File: config.mk
export PLATFORM = sky130hd
export DESIGN_NAME = store_buffer_unit_flat
export DESIGN_NICKNAME = d
export VERILOG_FILES = /design/src/rtl/store_buffer_unit_pkg.sv /design/src/rtl/store_buffer_unit_if.sv /design/src/rtl/store_buffer_unit_fifo.sv /design/src/rtl/store_buffer_unit.sv /design/src/flat_wrapper.sv
export SDC_FILE = /design/constraint.sdc
export NUM_CORES = 1
export LEC_CHECK = 0
export ABC_AREA = 0
export CORE_ASPECT_RATIO = 1.4
export CORE_MARGIN = 2
export CORE_UTILIZATION = 50
export DETAILED_ROUTE_END_ITERATION = 8
export PLACE_DENSITY = 0.73
export SLEW_MARGIN = 40
export SYNTH_ARGS = -nofsm -noshare
export SYNTH_HDL_FRONTEND = slang
export SYNTH_HIERARCHICAL = 1
export SYNTH_SLANG_ARGS = --single-unit
File: constraint.sdc
create_clock -name clk -period 3.19 [get_ports clk]
set_input_delay 0.638 -clock clk [delete_from_list [all_inputs] [get_ports clk]]
set_output_delay 0.638 -clock clk [all_outputs]
set_load 0.005 [all_outputs]
File: src/rtl/store_buffer_unit_pkg.sv
// Shared types for the store buffer: size codes, FSM encoding, queue entry layout
// and the byte-lane formatting / alignment helpers applied at enqueue.
package store_buffer_unit_pkg;

  localparam logic [1:0] SIZE_BYTE = 2'b00;
  localparam logic [1:0] SIZE_HALF = 2'b01;
  localparam logic [1:0] SIZE_WORD = 2'b10;

  typedef enum logic {IDLE = 1'b0, REQ = 1'b1} sbu_state_e;

  typedef struct packed {
    logic [29:0] waddr;
    logic [31:0] wdata;
    logic [3:0]  be;
  } sb_entry_t;

  typedef struct packed {
    logic [31:0] wdata;
    logic [3:0]  be;
  } lane_t;

  // Little-endian: replicate the datum across lanes so the memory only needs byte enables
  function automatic lane_t fmt_lane(input logic [1:0] size, input logic [1:0] lane,
                                     input logic [31:0] data);
    lane_t r;
    r = '0;
    case (size)
      SIZE_BYTE: begin r.wdata = {4{data[7:0]}};  r.be = 4'b0001 << lane; end
      SIZE_HALF: begin r.wdata = {2{data[15:0]}}; r.be = lane[1] ? 4'b1100 : 4'b0011; end
      SIZE_WORD: begin r.wdata = data;            r.be = 4'b1111; end
      default:   r = '0;
    endcase
    return r;
  endfunction

  function automatic logic is_aligned(input logic [1:0] size, input logic [1:0] lane);
    case (size)
      SIZE_BYTE: return 1'b1;
      SIZE_HALF: return ~lane[0];
      SIZE_WORD: return lane == 2'b00;
      default:   return 1'b0;
    endcase
  endfunction

endpackage

File: src/rtl/store_buffer_unit_if.sv
// Datapath-side store handshake plus memory write channel and status of the store buffer.
interface store_buffer_unit_if #(parameter int CNT_W = 3);
  logic             st_valid;
  logic             st_ready;
  logic [31:0]      st_addr;
  logic [31:0]      st_data;
  logic [1:0]       st_size;
  logic             mem_req;
  logic             mem_ack;
  logic [31:0]      mem_addr;
  logic [31:0]      mem_wdata;
  logic [3:0]       mem_be;
  logic             busy;
  logic             misalign_err;
  logic [CNT_W-1:0] count;

  modport master (
    output st_valid, st_addr, st_data, st_size, mem_ack,
    input  st_ready, mem_req, mem_addr, mem_wdata, mem_be, busy, misalign_err, count
  );

  modport slave (
    input  st_valid, st_addr, st_data, st_size, mem_ack,
    output st_ready, mem_req, mem_addr, mem_wdata, mem_be, busy, misalign_err, count
  );
endinterface

File: src/rtl/store_buffer_unit_fifo.sv
// Synchronous FIFO holding formatted store entries; head is always visible on dout.
module store_fifo #(
  parameter int DEPTH = 4,
  parameter int W     = 66,
  parameter int CNT_W = 3
) (
  input  logic             clk,
  input  logic             rst,
  input  logic             push,
  input  logic             pop,
  input  logic [W-1:0]     din,
  output logic [W-1:0]     dout,
  output logic             full,
  output logic             empty,
  output logic [CNT_W-1:0] count
);
  localparam int AW = $clog2(DEPTH);

  logic [W-1:0]     mem_q [DEPTH];
  logic [AW-1:0]    wr_q, rd_q;
  logic [CNT_W-1:0] cnt_q;
  logic             do_push, do_pop;

  // A full queue refuses pushes even when the head pops in the same cycle
  assign do_push = push && !full;
  assign do_pop  = pop && !empty;
  assign full    = cnt_q == CNT_W'(DEPTH);
  assign empty   = cnt_q == '0;
  assign count   = cnt_q;
  assign dout    = mem_q[rd_q];

  always_ff @(posedge clk) begin
    if (do_push) mem_q[wr_q] <= din;
  end

  always_ff @(posedge clk or posedge rst) begin
    if (rst) begin
      wr_q  <= '0;
      rd_q  <= '0;
      cnt_q <= '0;
    end else begin
      if (do_push) wr_q <= wr_q + AW'(1);
      if (do_pop)  rd_q <= rd_q + AW'(1);
      case ({do_push, do_pop})
        2'b10:   cnt_q <= cnt_q + CNT_W'(1);
        2'b01:   cnt_q <= cnt_q - CNT_W'(1);
        default: cnt_q <= cnt_q;
      endcase
    end
  end
endmodule

File: src/rtl/store_buffer_unit.sv
// Store buffer: checks alignment, formats lanes, queues stores and drains them in order
// to data memory through a two-state req/ack FSM.
module store_buffer_unit
  import store_buffer_unit_pkg::*;
#(
  parameter int DEPTH = 4,
  parameter int CNT_W = 3
) (
  input  logic          clk,
  input  logic          reset,
  store_buffer_unit_if.slave sb
);
  sbu_state_e       state_q;
  logic             misalign_q, misalign_d;
  sb_entry_t        head, push_entry;
  lane_t            lane_fmt;
  logic             full, empty, accept, legal, push, pop;
  logic [CNT_W-1:0] cnt;

  assign lane_fmt   = fmt_lane(sb.st_size, sb.st_addr[1:0], sb.st_data);
  assign legal      = is_aligned(sb.st_size, sb.st_addr[1:0]);
  assign accept     = sb.st_valid && !full;
  // Illegal stores are still consumed so the datapath never stalls on them
  assign push       = accept && legal;
  assign misalign_d = accept && !legal;
  assign pop        = (state_q == REQ) && sb.mem_ack;
  assign push_entry = '{waddr: sb.st_addr[31:2], wdata: lane_fmt.wdata, be: lane_fmt.be};

  store_fifo #(.DEPTH(DEPTH), .W($bits(sb_entry_t)), .CNT_W(CNT_W)) u_fifo (
    .clk   (clk),
    .rst   (reset),
    .push  (push),
    .pop   (pop),
    .din   (push_entry),
    .dout  (head),
    .full  (full),
    .empty (empty),
    .count (cnt)
  );

  always_ff @(posedge clk or posedge reset) begin
    if (reset) begin
      state_q    <= IDLE;
      misalign_q <= 1'b0;
    end else begin
      misalign_q <= misalign_d;
      case (state_q)
        IDLE:    if (cnt != '0) state_q <= REQ;
        REQ:     if (sb.mem_ack && !(cnt > CNT_W'(1))) state_q <= IDLE;
        default: state_q <= IDLE;
      endcase
    end
  end

  assign sb.st_ready     = !full;
  assign sb.mem_req      = state_q == REQ;
  assign sb.mem_addr     = (state_q == REQ) ? {head.waddr, 2'b00} : 32'h0;
  assign sb.mem_wdata    = (state_q == REQ) ? head.wdata : 32'h0;
  assign sb.mem_be       = (state_q == REQ) ? head.be : 4'h0;
  assign sb.busy         = (state_q == REQ) || !empty;
  assign sb.misalign_err = misalign_q;
  assign sb.count        = cnt;
endmodule

File: src/flat_wrapper.sv
// flat-port wrapper written by rule: the top's interface ports become plain ports
module store_buffer_unit_flat import store_buffer_unit_pkg::*;
#(
  parameter int DEPTH = 4,
  parameter int CNT_W = 3
)
  (clk, reset, sb_st_valid, sb_st_addr, sb_st_data, sb_st_size, sb_mem_ack, sb_st_ready, sb_mem_req, sb_mem_addr, sb_mem_wdata, sb_mem_be, sb_busy, sb_misalign_err, sb_count);
  store_buffer_unit_if #(.CNT_W(CNT_W)) sb_i ();
  input  logic clk;
  input  logic reset;
  input wire logic [$bits(sb_i.st_valid)-1:0] sb_st_valid;
  input wire logic [$bits(sb_i.st_addr)-1:0] sb_st_addr;
  input wire logic [$bits(sb_i.st_data)-1:0] sb_st_data;
  input wire logic [$bits(sb_i.st_size)-1:0] sb_st_size;
  input wire logic [$bits(sb_i.mem_ack)-1:0] sb_mem_ack;
  output wire logic [$bits(sb_i.st_ready)-1:0] sb_st_ready;
  output wire logic [$bits(sb_i.mem_req)-1:0] sb_mem_req;
  output wire logic [$bits(sb_i.mem_addr)-1:0] sb_mem_addr;
  output wire logic [$bits(sb_i.mem_wdata)-1:0] sb_mem_wdata;
  output wire logic [$bits(sb_i.mem_be)-1:0] sb_mem_be;
  output wire logic [$bits(sb_i.busy)-1:0] sb_busy;
  output wire logic [$bits(sb_i.misalign_err)-1:0] sb_misalign_err;
  output wire logic [$bits(sb_i.count)-1:0] sb_count;
  assign sb_i.st_valid = sb_st_valid;
  assign sb_i.st_addr = sb_st_addr;
  assign sb_i.st_data = sb_st_data;
  assign sb_i.st_size = sb_st_size;
  assign sb_i.mem_ack = sb_mem_ack;
  assign sb_st_ready = sb_i.st_ready;
  assign sb_mem_req = sb_i.mem_req;
  assign sb_mem_addr = sb_i.mem_addr;
  assign sb_mem_wdata = sb_i.mem_wdata;
  assign sb_mem_be = sb_i.mem_be;
  assign sb_busy = sb_i.busy;
  assign sb_misalign_err = sb_i.misalign_err;
  assign sb_count = sb_i.count;
  store_buffer_unit #(.DEPTH(DEPTH), .CNT_W(CNT_W)) u_core (.clk(clk), .reset(reset), .sb(sb_i));
endmodule
======== Word level (Yosys, flattened, before mapping) ========
Memories as Yosys holds them, arrays and structs flattened.
Cells that the tools add are included.
operators by class
  add/sub/neg operators ................... 4
  $lt $le $gt $ge ......................... 1
  eq/ne operators ......................... 5
  shift operators ......................... 1
  multiplexer cells ....................... 12
  bitwise operators ....................... 2
  reduce and logical (&&, ||, !) cells .... 17
operators by type and width
  kind                                                           number
  one-hot mux 36 bit (3 select lines)                            1
  two-way mux 32 bit                                             2
  two-way mux 4 bit                                              2
  logical AND 1 bit                                              7
  one-hot mux 3 bit (2 select lines)                             1
  adder 2 x 1 -> 2 bit, second input constant                    2
  == test 2 x 1 -> 1 bit, second input constant                  2
  == test 2 bit, second input constant                           2
  zero test 1 bit                                                4
  zero test 2 bit                                                2
  two-way mux 1 bit                                              4
  << shifter 1 x 2 -> 4 bit, first input constant                1
  adder 3 x 1 -> 3 bit, second input constant                    1
  == test 3 bit, second input constant                           1
  greater-than comparator 3 x 1 -> 1 bit, second input constant  1
  zero test 3 bit                                                1
  one-hot mux 1 bit (3 select lines)                             1
  nonzero test 3 bit                                             1
  subtractor 3 x 1 -> 3 bit, second input constant               1
  NOT 1 bit                                                      2
  one-hot mux 1 bit (2 select lines)                             1
  nonzero test 2 bit                                             1
  logical OR 1 bit                                               1
word-level totals
  flip-flop bits (word level) ............. 9
  bits in writable memories ............... 264
  input bits .............................. 70
  output and inout bits ................... 75
  logic and storage cells ................. 48
  memories ................................ 1
memory list
  name                 words  bits a word  rd ports  clocked after Yosys merged registers in  write ports  line                          RTL
  u_core.u_fifo.mem_q  4      66           1         0                                        1            store_buffer_unit_fifo.sv:19  logic [W-1:0] mem_q [DEPTH];

======== Longest topological paths before layout ========
Gate-level depths: netlist of run 1.
  depth in word-level cells ............... 7
  gate-level depth with buffers ........... 12
  gate-level depth less buffers ........... 11

======== By module ========
The synthesis of run 1 kept the hierarchy.
modules (own cells, without submodules)
  module             instances  cells each  area each (um2)  seq. area each (um2)
  store_fifo         1          383         9,964.6          8,102.8
  store_buffer_unit  1          176         1,054.8          50.0

======== Worst setup path after synthesis of run 1 ========
OpenSTA, ideal clock, no wires.
  path type ............................... input to register
  start ................................... in sb_st_size[0]
  end ..................................... mem u_core.u_fifo.mem_q[0][0] (enable)
  setup time .............................. 0.431 ns
  arrival time ............................ 3.110 ns
  required time ........................... 2.759 ns
  slack ................................... -0.351 ns
  stages on the path ...................... 6
  path buffers ............................ 1
  cell sequence ........................... buf_2 > nor3_1 > nor2_1 > nor3b_1 > nor2b_1 > and2_1
between the ends
  cells in the longest elaborated chain, start to end .. 6
  elaborated cells on any way between the ends .. 8
  classes of those cells .................. eq/ne (2); mux (3); reduce/logical (3)
ends and longest elaborated chain
  what                                         line                          RTL
  from (decl)                                  flat_wrapper.sv:14            input wire logic [$bits(sb_i.st_size)-1:0] sb_st_size;
  == test 2 bit, or another cell as far along  store_buffer_unit_pkg.sv:37   case (size)
  one-hot mux 1 bit (3 select lines) (*)       store_buffer_unit_pkg.sv:37
  logical AND 1 bit (*)                        store_buffer_unit.sv:24       assign push = accept && legal;
  net u_core.push                              store_buffer_unit.sv:17       logic full, empty, accept, legal, push, pop;
  logical AND 1 bit (*)                        store_buffer_unit_fifo.sv:25  assign do_push = push && !full;
  two-way mux 1 bit (*)                        store_buffer_unit_fifo.sv:33  if (do_push) mem_q[wr_q] <= din;
  two-way mux 1 bit (not written as such) (*)  store_buffer_unit_fifo.sv:33
  to (decl)                                    store_buffer_unit_fifo.sv:19
The timed path passes the listed nets; every way through them passes the cells marked *.

==> results of run 1 <==
## per-layer routing
layer	track usage (%)	vias to the layer above	wire [µm]
li1	-	2525	-
met5	0	-	0
met4	4.86	0	446
met3	2.89	39	1400
met2	33.8	244	11600
met1	25.3	2869	8560
## critical path: stages (launching register included)
cell and delay [ps]:
dfrtp_4 420, buf_12 170, buf_12 190, mux4_2 530, and2_1 180, clkdlybuf4s50_1 440
## what timing repair did
action | in CTS | in global routing
setup buffers | 6 | 0
endpoints found under the setup margin | 59 | 3
gates cloned | 0 | 1
resized for setup | 0 | 2
## power breakdown
| part | switching, W | total, W | internal (W) |
|---|---|---|---|
| clock network | 0.00119 | 0.00277 | 0.00158 |
| logic | 0.00158 | 0.00413 | 0.00255 |
| registers | 0.000219 | 0.00460 | 0.00438 |
## flip-flops by register name, summed over array words and instances (netlist names)
signal / cells
u_core/u_fifo/mem_q: 264
u_core/u_fifo/count: 3
u_core/u_fifo/rd_q: 2
u_core/u_fifo/wr_q: 2
u_core/sb.mem_req: 1
u_core/sb.misalign_err: 1
## logic make-up (layout without fill, tap and decap cells)
group / count (synthesis) / in the layout
DFF: 273 / 273
and+or+nand+nor: 113 / 113
muxes: 69 / 69
AOI/OAI and AO/OA: 49 / 49
buffers and inverters: 42 / 222
adders and majority gates: 6 / 6
xor gates and xnor gates: 6 / 6
other: 1 / 2
## cell usage in the layout, fill, tap and decap left out, types with 2 or more instances in the layout
| master | count |
|---|---|
| clkdlybuf4s50_1 | 142 |
| buf_4 | 12 |
| a21o_1 | 8 |
| nor3_1 | 2 |
| nand2b_1 | 2 |
| conb_1 | 2 |
| dfrtp_4 | 2 |
| nor2b_1 | 9 |
| clkbuf_1 | 4 |
| nand2_1 | 10 |
| ha_1 | 5 |
| clkinv_1 | 7 |
| xor2_1 | 3 |
| o21ai_0 | 4 |
| buf_12 | 13 |
| xnor2_1 | 3 |
| o21ai_1 | 14 |
| dfrtp_1 | 6 |
| bufinv_16 | 2 |
| nor3b_1 | 2 |
| clkinv_2 | 3 |
| nor2_1 | 6 |
| and2_4 | 4 |
| mux4_2 | 66 |
| inv_1 | 10 |
| clkbuf_16 | 26 |
| and2_1 | 75 |
| a21oi_1 | 21 |
| edfxtp_1 | 264 |
| mux2i_1 | 2 |
## how the worst min path moves through the flow
stage | from | to | slack [ps]
global placement | u_core/u_fifo/wr_q[1] | u_core/u_fifo/wr_q[1] | 540
finish | reset | u_core/sb.misalign_err | 330
detailed placement | u_core/u_fifo/wr_q[1] | u_core/u_fifo/wr_q[1] | 560
floorplan | reset | u_core/sb.mem_req | 380
CTS | reset | u_core/sb.misalign_err | 310
global route | reset | u_core/sb.misalign_err | 340
## synth_stat cells
master	instances	area share, %
a21oi_1	21	0.95
nor2b_2	1	0.079
clkbuf_1	6	0.20
buf_12	3	0.55
xor2_1	3	0.24
ha_1	5	0.57
nor3_1	2	0.091
o31a_1	1	0.079
clkbuf_2	3	0.14
mux2i_1	2	0.18
dfrtp_1	9	2.0
mux2_2	1	0.10
o21a_1	1	0.068
inv_1	10	0.34
nand2_1	10	0.34
xnor2_1	3	0.24
nor3b_1	2	0.14
and3_1	1	0.057
mux4_2	66	13
nor2b_1	9	0.51
nor2_1	6	0.20
o21ai_0	4	0.18
and2_1	79	4.5
nand2b_1	2	0.11
and2b_1	1	0.068
fa_1	1	0.18
conb_1	1	0.034
edfxtp_1	264	72
buf_4	7	0.48
o21ai_1	14	0.64
buf_1	3	0.10
a21o_1	8	0.55
buf_2	7	0.32
buf_6	3	0.31
## area by class of cell
type / instances / area [µm²]
flip-flops and latches: 273 / 8160
fillers: 1547 / 8010
multi-input cells: 245 / 2610
repair buffers: 170 / 1840
clock buffers: 29 / 641
well taps: 297 / 372
clock inverters: 13 / 110
inverters: 10 / 37.5
## metrics by stage
stage	cells	instance area, µm²	power (W)
floorplan	560	11000	0.00677
global placement	988	12900	0.00864
detailed placement	988	12900	0.00872
CTS	1036	13700	0.0116
global route	1037	13800	0.0121
finish	1037	13800	0.0115
==> results.md, run 1 <==
| Quantity | Reported |
|---|---|
| Run status | finished, final reports clean |
| GRT Util Overall | 19.3% |
| TritonCTS clock tree | yes |
| Average instance area after synthesis | 19.7 µm² |
| Fin Setup TNS | 0 ps |
| Final Cycle Share | 97.5% |
| Class of the tightest hold or removal check | input port to asynchronous set/reset pin |
| Shortest clock period the worst path allows after layout | 3110 ps |
| Headroom to the max-slew limit | 58.7% |
| Highest attainable clock frequency | 0.322 GHz |
| Worst setup path startpoint | u_core/u_fifo/rd_q[0] |
| Violation count after the first detailed-route iteration | 381 |
| Post-route clock skew | 13.9 ps |
| Routed WL | 22.1 mm |
| DRC viols | 0 |
| FF-to-FF setup slack | 930 ps |
| Portion of netlist area occupied by mux cells | 13.8% |
| CTS Hold Bufs | 0 |
| Clock root buffer | clkbuf_16 |
| Highest ir drop seen on vdd | 0.532 mV |
| Core region area | 0.0218 mm² |
| Worst flop-to-flop path startpoint | u_core/u_fifo/count[0] |
| Slack of the critical path | 80.0 ps |
| Diode insertion count for antenna repair | 0 |
| Maximum root-to-sink buffer count | 3 |
| Classification of the worst setup path | flop to primary output |
| Critical path data required time | 2550 ps |
| Width of the chip | 129 µm |
| Clock transition at the register clock pins on the worst setup and hold paths after CTS | 60 ps |
| Vias in the first global route | 5936 |
| Total vias in the final route | 5677 |
| Post-placement worst setup slack | 153 ps |
| Critical Path Source Type | flop |
| Pin count of the biggest net entering global routing | 37 |
| Number of slew-limit violations in the final report | 0 |
| Share of synthesized cell area in and, or, nand and nor gates | 6.09% |
| Placer's final routability congestion estimate | 0.867 |
| RSZ-0062 raised after global routing | no |
| Max-cap violations | 0 |
| Routed wirelength normalized by instance count | 21.3 µm |
| Leakage power | 4.57 nW |
| Total power divided by cell area | 835 mW/mm² |
| Crit Path Max Fanout | 15 |
| Critical path capture point type | primary output |
| Number of synthesized register bits | 273 |
| Share of synthesized cell area in full adder, half adder and majority cells | 0.749% |
| Netlist cell types | 34 |
| Total CTS buffers | 25 |
| I/O pin cnt | 145 |
| Total Die Area | 0.0233 mm² |
| Detailed placer's ending HPWL | 14.4 mm |
| PortBufs | 142 |
| Synthesized-area fraction occupied by xor and xnor cells | 0.477% |
| Dominant combinational cell family by area after synthesis | multiplexers |
| Gr ovfl total | 0 |
| Die span in y | 180 µm |
| Count of warnings emitted by yosys | 6 |
| Total clock sinks | 273 |
| Initial Utilization | 50.6% |
| Hold violation total from the final report | 0 |
| Compound-gate portion of the synthesized area | 2.46% |
| Initial antenna violation count | 0 |
| Tightest Pin Transition | 613 ps |
| Vias per Instance | 5.47 |
| Worst setup path endpoint | sb_mem_addr[20] |
| Critical path data arrival time | 2470 ps |
| Final core occ | 63.2% |
| Site Rows | 64 |
| Number of H-tree levels | 1 |
| Skew-Pair Late Insertion Delay | 510 ps |
| DR pass1 iterations | 5 |
| Fraction of layout instances using a drive strength above 1 | 18.1% |
| Total Nets Final | 801 |
| Capture point of the worst reg-to-reg path | u_core/u_fifo/count[2] |
| Antenna-violating nets left | 0 |
| Final worst hold slack | 329 ps |
| Final setup violation count | 0 |
| First-pass GRT wire length | 34.0 mm |
| Area Overhead vs Synth | 25.0% |
| Post-synthesis instance area | 0.0110 mm² |
| Synthesized instance count | 559 |
| Reg2Reg Depth | 10 |
| Sequential element share of the synthesized area | 74.0% |
No activity file was read; power rests on OpenSTA's default activity.
==> inputs of run 2 (changes only) <==
CTS_CLUSTER_SIZE = 16   (was unset)
PLACE_DENSITY = 0.85   (was 0.73)
==> run 2 against run 1 <==
Sequential share of layout area decreased by 0.39 points. Clock power increased by 15%. Maximum frequency increased by 0.16%. Hold slack got worse by 20 ps. Clock skew decreased by 5.8 ps. Non-clock buffer count decreased by 4. Power increased by 2.6%. Design area increased by 0.63%. Critical path type unchanged. Critical endpoint is now sb_mem_addr[3]. Largest cell class unchanged.
==> results.md, run 2 (synthesized netlist as in run 1, its figures left out) <==
| Quantity | Reported | Delta |
|---|---|---|
| Max reg flops | 264 | unchanged |
| Total vias in the final route | 5755 | +1.4% |
| Total CTS buffers | 26 | +4.0% |
| Critical path data required time | 2550 ps | about the same |
| Sw power | 0.00303 W | +1.6% |
| Detailed placer's ending HPWL | 15.2 mm | +5.5% |
| Fraction of power consumed by combinational cells | 34.2% | -1.7 points |
| Highest ir drop seen on vdd | 0.502 mV | -5.6% |
| Initial Utilization | 50.6% | unchanged |
| DRC viols | 0 | unchanged |
| Relative contribution of sequential cells to total power | 38.8% | -1.2 points |
| Gr ovfl total | 0 | unchanged |
| Critical-path cell list | buf_12 > mux4_2 > and2_1 > clkdlybuf4s50_1 |  |
| Class of the tightest hold or removal check | input port to asynchronous set/reset pin |  |
| Critical path capture point type | primary output |  |
| Antenna-violating nets left | 0 | unchanged |
| Final Cycle Share | 97.3% | -0.15 points |
| Number of buffer and inverter stages on the critical path | 2 | -1 |
| Placer's final routability congestion estimate | 0.880 | +1.5% |
| Leakage power | 4.64 nW | +1.6% |
| CP peak stage delay | 550 ps | +20 ps |
| Sw Share | 25.7% | -0.25 points |
| GRT Util Overall | 20.2% | +0.94 points |
| Highest attainable clock frequency | 0.322 GHz | +0.16% |
| Fin Setup TNS | 0 ps | unchanged |
| Clock network fraction of design power | 27.0% | +2.9 points |
| Die span in y | 180 µm | unchanged |
| Hold violation total from the final report | 0 | unchanged |
| Largest delay share family, worst path | buffers and inverters |  |
| Clock root buffer | clkbuf_16 |  |
| Tightest Pin Transition | 725 ps | +112 ps |
| Classification of the worst setup path | flop to primary output |  |
| PortBufs | 142 | unchanged |
| DR pass1 iterations | 5 | unchanged |
| Final setup violation count | 0 | unchanged |
| Most flops, register | u_core/u_fifo/mem_q |  |
| Power consumption | 0.0118 W | +2.6% |
| Shortest clock period the worst path allows after layout | 3110 ps | -4.83 ps |
| Clock transition at the register clock pins on the worst setup and hold paths after CTS | 60 ps | about the same |
| Maximum root-to-sink buffer count | 3 | unchanged |
| Core region area | 0.0218 mm² | unchanged |
| Crit Path Max Fanout | 18 | +3 |
| Post-route clock skew | 8.13 ps | -5.78 ps |
| Max-cap violations | 0 | unchanged |
| Critical Path Source Type | flop |  |
| Total clock sinks | 273 | unchanged |
| Skew-Pair Late Insertion Delay | 520 ps | about the same |
| RSZ-0062 raised after global routing | no |  |
| Headroom to the max-slew limit | 51.2% | -7.5 points |
| Final core occ | 63.6% | +0.40 points |
| Total Nets Final | 798 | -0.37% |
| Critical-path top delay cell | dfrtp_4 |  |
| Violation count after the first detailed-route iteration | 508 | +33% |
| TritonCTS clock tree | yes |  |
| Site Rows | 64 | unchanged |
| Fraction of layout instances using a drive strength above 1 | 18.9% | +0.76 points |
| Total Die Area | 0.0233 mm² | unchanged |
| Vias in the first global route | 6170 | +3.9% |
| Most frequent cells in the layout | edfxtp_1, clkdlybuf4s50_1, and2_1 |  |
| I/O pin cnt | 145 | unchanged |
| Initial antenna violation count | 0 | unchanged |
| Run status | finished, final reports clean |  |
| Vias per Instance | 5.54 | +1.2% |
| Number of H-tree levels | 1 | unchanged |
| Width of the chip | 129 µm | unchanged |
| Critical path data arrival time | 2470 ps | about the same |
| Diode insertion count for antenna repair | 0 | unchanged |
| Pin count of the biggest net entering global routing | 45 | +22% |
| CTS Hold Bufs | 0 | unchanged |
| Internal | 0.00876 W | +2.9% |
| Most frequent standard cell in the layout excluding fill and tap cells | edfxtp_1 |  |
| Total power divided by cell area | 851 mW/mm² | +1.9% |
| First-pass GRT wire length | 35.6 mm | +4.6% |
| Routed wirelength normalized by instance count | 22.1 µm | +4.0% |
| Routed WL | 23.0 mm | +4.2% |
| Number of slew-limit violations in the final report | 0 | unchanged |
| Area Overhead vs Synth | 25.7% |  |
[run 2: per-layer routing]
layer / track usage (%) / up-vias / part of all wire, %
met1: 24.8 / 2910 / 36
li1: - / 2520 / -
met4: 5.81 / 0 / 2.6
met3: 3.15 / 44 / 7.0
met5: 0 / - / 0
met2: 36.7 / 281 / 55
[run 2: worst reg2reg max path, delay by kind of cell (launching register included)]
kind,cells,cell delay (ps)
simple gates,4,820
xor+xnor,2,300
buf+inv,2,140
flops,1,480
fa+ha+maj,2,550
[run 2: power by group through the flow]
stage	sequential (W)	combinational [W]	clock, W
6_report	0.00458	0.00403	0.00318
5_1_grt	0.00461	0.00435	0.00338
2_1_floorplan	0.00454	0.00222	0
4_1_cts	0.00459	0.00413	0.00325
3_3_place_gp	0.00465	0.00393	0
3_5_place_dp	0.00469	0.00402	0
[run 2: final timing paths]
path | startpoint | end | slack (ps) | depth (start not counted)
max in group asynchronous | reset | u_core/u_fifo/rd_q[0] | 2540 | 2
min in group clk | u_core/u_fifo/wr_q[1] | u_core/u_fifo/wr_q[1] | 610 | 1
hold reg to reg | u_core/u_fifo/wr_q[1] | u_core/u_fifo/wr_q[1] | 610 | 1
setup / recovery | u_core/u_fifo/rd_q[0] | sb_mem_addr[3] | 80 | 4
setup reg to reg | u_core/u_fifo/count[2] | u_core/u_fifo/count[2] | 820 | 10
hold / removal | reset | u_core/sb.mem_req | 310 | 2
[run 2: through the flow]
stage | cell area [µm²] | setup slack (ps) | hold slack, ps | instances
5_1_grt | 13900 | 7.52 | 315 | 1039
2_1_floorplan | 11000 | 357 | 379 | 560
3_5_place_dp | 12900 | 256 | 570 | 986
6_report | 13900 | 84.8 | 309 | 1039
4_1_cts | 13800 | 6.10 | 295 | 1038
3_3_place_gp | 12900 | 311 | 548 | 986
[run 2: area by class of cell]
class / instances / area (µm²)
timing repair buffer: 166 / 1770
tap: 297 / 372
clock buffer: 35 / 736
fill: 1483 / 7930
inverter: 10 / 37.5
clock inverter: 13 / 174
multi-input combinational: 245 / 2610
sequential: 273 / 8160
[run 2: timing repair]
item | 4_1_cts | 5_1_grt
setup endpoints to repair | 55 | 6
buffers inserted | 4 | 1
gates resized for setup | 1 | 4
